===== src/rtl/bus_pkg.sv =====
// bus_pkg: shared state encodings and mux-select values for the bus arbiter
package bus_pkg;
    localparam logic [1:0] IDLE = 2'd0;
    localparam logic [1:0] G1   = 2'd1;
    localparam logic [1:0] G2   = 2'd2;
    localparam logic MSEL_M1 = 1'b0;
    localparam logic MSEL_M2 = 1'b1;
endpackage


===== src/rtl/arb_timer.sv =====
// arb_timer: inactivity counter for the granted master
//  clk, rst   clock, async active-high reset
//  clr        clear counter (mvalid seen or grant ending)
//  inc        count one idle cycle of the granted master
//  expired    counter has reached TOUT_CYC-1
module arb_timer #(
    parameter int TOUT_W   = 4,
    parameter int TOUT_CYC = 12
) (
    input  logic clk,
    input  logic rst,
    input  logic clr,
    input  logic inc,
    output logic expired
);
    localparam logic [TOUT_W-1:0] LAST = TOUT_W'(TOUT_CYC - 1);
    logic [TOUT_W-1:0] cnt;
    assign expired = cnt == LAST;
    // saturates so a timeout blocked by busy slaves fires as soon as they go idle
    always_ff @(posedge clk or posedge rst)
        if (rst) cnt <= '0;
        else if (clr) cnt <= '0;
        else if (inc && !expired) cnt <= cnt + 1'b1;
endmodule


===== src/rtl/bus_arbiter.sv =====
// bus_arbiter: two-master bus arbiter with round-robin/fixed priority and inactivity timeout
//  clk, rst          clock, async active-high reset
//  breq1, breq2      level bus requests
//  mvalid            muxed mvalid of the selected master
//  sready            1 = no slave transaction in flight
//  bgrant1, bgrant2  registered grants
//  msel              registered mux select (0 = master 1, 1 = master 2)
//  tout              one-cycle pulse on timeout revocation
import bus_pkg::*;
module bus_arbiter #(
    parameter bit RR_EN    = 1'b1,
    parameter int TOUT_W   = 4,
    parameter int TOUT_CYC = 12
) (
    input  logic clk,
    input  logic rst,
    input  logic breq1,
    input  logic breq2,
    input  logic mvalid,
    input  logic sready,
    output logic bgrant1,
    output logic bgrant2,
    output logic msel,
    output logic tout
);
    logic [1:0] state, nxt, arb;
    logic last, busy, own_req, rel, tmo, expired;
    always_comb begin
        busy    = state == G1 || state == G2;
        own_req = state == G1 ? breq1 : breq2;
        rel     = busy && !own_req && sready;
        // a coinciding release wins, so tout only flags genuine revocations
        tmo     = busy && expired && !mvalid && sready && !rel;
        arb     = breq1 && breq2 ? ((RR_EN && last == MSEL_M1) ? G2 : G1) :
                  breq1 ? G1 : breq2 ? G2 : IDLE;
        // grants always return through IDLE, so owners never switch directly
        nxt     = busy ? ((rel || tmo) ? IDLE : state) : arb;
    end
    arb_timer #(.TOUT_W(TOUT_W), .TOUT_CYC(TOUT_CYC)) u_timer (
        .clk(clk),
        .rst(rst),
        .clr(mvalid || nxt == IDLE),
        .inc(busy),
        .expired(expired)
    );
    always_ff @(posedge clk or posedge rst)
        if (rst) begin
            state   <= IDLE;
            bgrant1 <= 1'b0;
            bgrant2 <= 1'b0;
            msel    <= MSEL_M1;
            tout    <= 1'b0;
            last    <= MSEL_M2;
        end else begin
            state   <= nxt;
            bgrant1 <= nxt == G1;
            bgrant2 <= nxt == G2;
            msel    <= nxt == G1 ? MSEL_M1 : nxt == G2 ? MSEL_M2 : msel;
            tout    <= tmo;
            // msel names the current owner while a grant is held
            last    <= (rel || tmo) ? msel : last;
        end
endmodule


===== config.mk =====
export PLATFORM = sky130hd
export DESIGN_NAME = bus_arbiter
export DESIGN_NICKNAME = d
export VERILOG_FILES = /design/src/rtl/bus_pkg.sv /design/src/rtl/arb_timer.sv /design/src/rtl/bus_arbiter.sv
export SDC_FILE = /design/constraint.sdc
export NUM_CORES = 1
export LEC_CHECK = 0
export ABC_AREA = 1
export BUFFER_PORTS_ARGS = -buffer_cell sky130_fd_sc_hd__buf_2
export CORE_AREA = 2 2 39 41
export CTS_BUF_LIST = sky130_fd_sc_hd__clkbuf_4 sky130_fd_sc_hd__clkbuf_8
export DETAILED_ROUTE_END_ITERATION = 16
export DIE_AREA = 0 0 41 43
export GPL_TIMING_DRIVEN = 0
export PLACE_DENSITY = 0.67
export SYNTH_ARGS = -nofsm -noshare
export SYNTH_HDL_FRONTEND = slang
export SYNTH_HIERARCHICAL = 1
export SYNTH_SLANG_ARGS = --single-unit
export TNS_END_PERCENT = 5

===== constraint.sdc =====
create_clock -name clk -period 2.9 [get_ports clk]
set_clock_uncertainty 0.2 [all_clocks]
set_input_delay 0 -clock clk [delete_from_list [all_inputs] [get_ports clk]]
set_output_delay 0 -clock clk [all_outputs]
set_load 0.05 [all_outputs]

* Word level (Yosys, flattened, before mapping)
Cells that the tools add are included.
** Word-level totals
- Register bits :: 11
- Input bits :: 6
** Operators by class
- $add $sub $neg :: 1
- Equal/unequal tests :: 5
- Multiplexer cells :: 11
- Reduce and logical (&&, ||, !) cells :: 18
** Operators with widths (count)
- 2-bit two-way mux :: 6
- 1-bit logical AND :: 8
- 4-bit two-way mux :: 2
- 4-bit by 1-bit adder with 4-bit output (second input constant) :: 1
- 2-bit by 1-bit equality test with 1-bit output (second input constant) :: 2
- 2-bit equality test (second input constant) :: 2
- 4-bit equality test (second input constant) :: 1
- 1-bit logical NOT :: 4
- 2-bit nonzero test :: 2
- 1-bit logical OR :: 3
- 1-bit two-way mux :: 3
- 2-bit logical NOT :: 1

* Depth between registers and ports, before layout
- Word-level depth :: 13
- Gate-level depth with buffers :: 14
- Gate-level depth less buffers :: 14

* Modules after synthesis
The synthesis kept the hierarchy.
** By module, submodules not included
- bus_arbiter :: instances 1, cells an instance 44, area an instance 386.6 um2, sequential area each 176.4 um2
- arb_timer :: instances 1, cells an instance 30, area an instance 221.5 um2, sequential area each 100.1 um2

* Worst setup path before layout
OpenSTA, ideal clock, no wires.
- Path kind :: register to register
- Start :: register u_timer.cnt[0]
- End :: register u_timer.cnt[1]
- Setup time :: 66 ps
- Arrival time :: 1963 ps
- Data required time :: 2634 ps
- Path slack :: 672 ps
- Stages on the path, launching flop included :: 15
- Buffers on the path :: 0
- Period minus slack after synthesis :: 2228 ps
- Path through :: dfrtp_1 > ha_1 > nand3_1 > inv_1 > inv_1 > nor2_1 > nand2_1 > nand2_2 > o21ai_2 > inv_1 > ha_1 > or2_2 > inv_1 > nand4_1 > nand2_1
** Between the ends
- Cells in the longest elaborated chain, start to end :: 11
** Ends and longest elaborated chain
- start: declaration :: line arb_timer.sv:17 : logic [TOUT_W-1:0] cnt;
- start signal: assignment :: line arb_timer.sv:23 : else if (inc && !expired) cnt <= cnt + 1'b1;
- 4-bit equality test * :: line arb_timer.sv:18 : assign expired = cnt == LAST;
- via expired :: line bus_arbiter.sv:27 : logic last, busy, own_req, rel, tmo, expired;
- 1-bit logical AND * (4 in series) :: line bus_arbiter.sv:33 : tmo = busy && expired && !mvalid && sready && !rel;
- 1-bit logical OR * :: line bus_arbiter.sv:37 : nxt = busy ? ((rel || tmo) ? IDLE : state) : arb;
- 2-bit two-way mux * (2 in series) :: line bus_arbiter.sv:37
- via nxt[1] :: line bus_arbiter.sv:26 : logic [1:0] state, nxt, arb;
- 2-bit logical NOT * :: line bus_arbiter.sv:42 : .clr(mvalid || nxt == IDLE),
- 1-bit logical OR * :: line bus_arbiter.sv:42
- 4-bit two-way mux or 2-bit nonzero test (tied branches)
Mark *: on every way through the listed nets, which the timed path passes. The rest lies on a longest branch. The select of a mux whose other input is x is not followed.
A chain may end at the register's enable or synchronous reset.

* Final worst setup path
- Start :: register state[1]
- End :: register u_timer.cnt[1]
** Between the ends
- Cells in the longest elaborated chain, start to end :: 13
** Ends and longest elaborated chain
- start: declaration :: line bus_arbiter.sv:26
- start signal: assignment :: line bus_arbiter.sv:55 : state <= nxt;
- 2-bit by 1-bit equality test with 1-bit output :: line bus_arbiter.sv:29, bus_arbiter.sv:30
- 1-bit two-way mux :: line bus_arbiter.sv:30 : own_req = state == G1 ? breq1 : breq2;
- 1-bit logical NOT :: line bus_arbiter.sv:31 : rel = busy && !own_req && sready;
- 1-bit logical AND (2 in series) :: line bus_arbiter.sv:31
- 1-bit logical NOT :: line bus_arbiter.sv:33
- 1-bit logical AND :: line bus_arbiter.sv:33
- 1-bit logical OR :: line bus_arbiter.sv:37
- 2-bit two-way mux :: line bus_arbiter.sv:37
- 2-bit two-way mux * :: line bus_arbiter.sv:37
- via nxt[1] :: line bus_arbiter.sv:26
- 2-bit logical NOT * :: line bus_arbiter.sv:42
- 1-bit logical OR * :: line bus_arbiter.sv:42
- 4-bit two-way mux or 2-bit nonzero test (tied branches)
Mark *: on every way through the listed nets, which the timed path passes. The rest lies on a longest branch.

==> summary.md <==
| Metric | Value |
|---|---|
| Slowest Stage Delay on Critical Path | `0.59 ns` |
| CP bufs+invs | `4` |
| Hold path cells | `7` |
| DP HPWL | `858 um` |
| DRT Pass-1 Iters | `4` |
| Pleak | `0.421 nW` |
| Post-Synthesis Cells | `74` |
| Peak Freq | `371 MHz` |
| Die area | `0.00176 mm^2` |
| R2R Setup Slk | `0.20 ns` |
| Hold Slack | `0.00229 ns` |
| Avg WL per Cell | `10.0 um` |
| CTS tree | `built` |
| CP dominant cell by count | `inv_1` |
| Sequential Area | `277 um^2` |
| Final Cycle Share | `0.930` |
| Die Height | `43 um` |
| PwrDens | `1000 mW/mm^2` |
| Clock Sinks | `11` |
| Vias post-DR | `522` |
| Largest net degree at the start of global routing | `11` |
| Total core area | `0.00138 mm^2` |
| GR Overflow Total | `0` |
| Tightest Pin Transition | `0.271 ns` |
| Clock latency on the worst-skew pair | `0.27 ns` |
| Post-route setup slack | `0.202 ns` |
| Levels on crit path | `11` |
| ANT nets after route | `0` |
| Wire length of the first global-routing pass | `1950 um` |
| Final Critical Period | `2.70 ns` |
| GP Congestion | `0.795` |
| Sequential cell area fraction in the yosys report | `0.455` |
| YS warnings | `6` |
| #FFs+latches synth | `11` |
| Vias in the first global route | `499` |
| CP cell instances | `inv_1, ha_1, nand3_1, dlygate4sd3_1, o21ai_2, inv_1, ha_1, or2_2, inv_1, nand4_1, nand2_1` |
| Worst slack, placed | `0.394 ns` |
| DRC violations left | `0` |
| Antenna fix cells | `0` |
| IO buf count | `9` |
| Die Wd | `41 um` |
| Reg-to-Reg Start | `state[1]$_DFF_PP0_` |
| DR iter-0 viols | `14` |
| WHS Endpoint | `last$_DFFE_PP1P_` |
| IO Pins | `10` |
| Site Rows | `14` |
| Synthesized Nets | `86` |
| Final wirelength | `1100 um` |
| Total negative slack | `0 ns` |
| Unrepaired setup endpoints after global routing | `false` |
| Startpoint Class | `register` |
| Rel. slew slack | `0.819` |
| Worst Path Arrival | `2.70 ns` |
| Crit-path slowest cell | `dlygate4sd3_1` |
| Post-CTS Resized | `0` |
| Crit-path leading delay family | `buffers and inverters` |
| Critical path peak fanout | `6` |
| Layout Nets | `107` |
| Final setup vio count | `0` |
| Clk buf depth | `2` |
| Layout cells sized above 1 | `0.213` |
| Total Power | `0.774 mW` |
| Initial Utilization | `0.439` |
| Min-delay src | `sready` |
| Area grow syn2layout | `27.2%` |
| GRT Total Usage | `0.165` |
| MaxCap Viol Count | `0` |
| Peak VDD IR | `0.600 mV` |
| Crit. End Element | `register` |
| Max Transition Viols Final | `0` |
| Worst r2r path cells | `11` |
| Final hold viol count | `0` |
| Initial antenna violation count | `0` |
| Most frequent cells in the layout | `nand2_1 (18), inv_1 (15), dfrtp_1 (10), buf_2 (9), nand3_1 (8)` |
| Syn avg cell area | `8.22 um^2` |
| CTS root buf | `clkbuf_4` |
| CP Class | `reg2reg` |
| Netlist cell types | `16` |
| Synthesized area | `608 um^2` |
| Commonest non-fill, non-tap cell in the layout | `nand2_1` |
| Num CTS Buffers | `3` |
| Fill cells | `134` |
| RR Endpoint | `u_timer/cnt[1]$_DFFE_PP0P_` |
| Min-delay worst type | `in2reg` |
| Vias per cell | `4.75` |
| Clk pin slew, worst setup/hold paths | `0.07 ns` |
| Status | `finished clean` |
| H-tree depth | `1` |
| Req. time, crit path | `2.91 ns` |
| Area of the multi-input gates | `275 um^2` |
-- worst min-delay path: stages --
cell and delay [ns]:
buf_2 0.10, inv_1 0.07, nor2_2 0.05, nand3_2 0.09, nand2_2 0.06, nand2_1 0.05
nand2_1 0.05
-- power breakdown --
| group | internal [mW] | switching, mW | leakage [nW] |
|---|---|---|---|
| combinational | 0.141 | 0.286 | 0.261 |
| sequential | 0.208 | 0.0244 | 0.142 |
| clock | 0.0627 | 0.0517 | 0.0184 |
| total | 0.412 | 0.362 | 0.421 |
-- registers in the layout (all words and copies together), names as in the netlist --
signal       cells
bgrant1          1
state            2
bgrant2          1
msel             1
tout             1
last             1
u_timer/cnt      4
-- synth_stat cells --
cell type / n / area share
nand2_2: 1 / 0.010
inv_1: 15 / 0.093
nor2_1: 4 / 0.025
nand3_1: 8 / 0.066
nand2_1: 18 / 0.11
o21ai_0: 2 / 0.016
or2_2: 1 / 0.010
nor2_2: 2 / 0.021
nand3_2: 1 / 0.016
ha_1: 6 / 0.12
dfrtp_1: 10 / 0.41
a21oi_1: 1 / 0.0082
dfstp_2: 1 / 0.043
a31oi_1: 1 / 0.010
o21ai_2: 1 / 0.014
nand4_1: 2 / 0.021
-- worst max path at each step --
stage | from | end | slack, ns
after floorplan | u_timer/cnt[0]$_DFFE_PP0P_ | u_timer/cnt[1]$_DFFE_PP0P_ | 0.67
after global placement | u_timer/cnt[0]$_DFFE_PP0P_ | u_timer/cnt[0]$_DFFE_PP0P_ | 0.43
after detailed placement | u_timer/cnt[0]$_DFFE_PP0P_ | u_timer/cnt[2]$_DFFE_PP0P_ | 0.39
after CTS | state[1]$_DFF_PP0_ | u_timer/cnt[1]$_DFFE_PP0P_ | 0.22
after global routing | state[1]$_DFF_PP0_ | u_timer/cnt[1]$_DFFE_PP0P_ | 0.02
final | state[1]$_DFF_PP0_ | u_timer/cnt[1]$_DFFE_PP0P_ | 0.20
-- kinds of logic after synthesis --
family                   share of synthesized area
adder cells (fa/ha/maj)                      0.123
AND/OR/NAND/NOR                              0.280
flip-flops                                   0.455
AO/OA/AOI/OAI                               0.0494
buffers and inverters                       0.0926
-- metal layers --
layer,routed length [um],up-vias,global-route usage,part of all wire
li1,-,272,-,-
met1,442,235,0.195,0.40
met2,578,12,0.263,0.52
met3,61,3,0.0576,0.055
met4,20,0,0.0600,0.018
met5,0,-,0,0
-- area by class of cell --
cell class                      count  area share
Timing Repair Buffer               16       0.149
Multi-Input combinational cell     48       0.356
Tap cell                           16      0.0259
Sequential cell                    11       0.358
Inverter                           15      0.0728
Clock buffer                        4      0.0388
-- stage by stage --
stage	instances	area (um^2)	util
final	110	773	0.559
after global routing	110	773	0.559
after CTS	110	773	0.559
after floorplan	74	608	-
after global placement	99	673	0.486
after detailed placement	99	673	0.486
-- what timing repair did --
action	in CTS	in global routing
hold buffers	7	0
setup buffers	0	0
endpoints found under the hold margin	20	0
No activity file was read; power rests on OpenSTA's default activity.
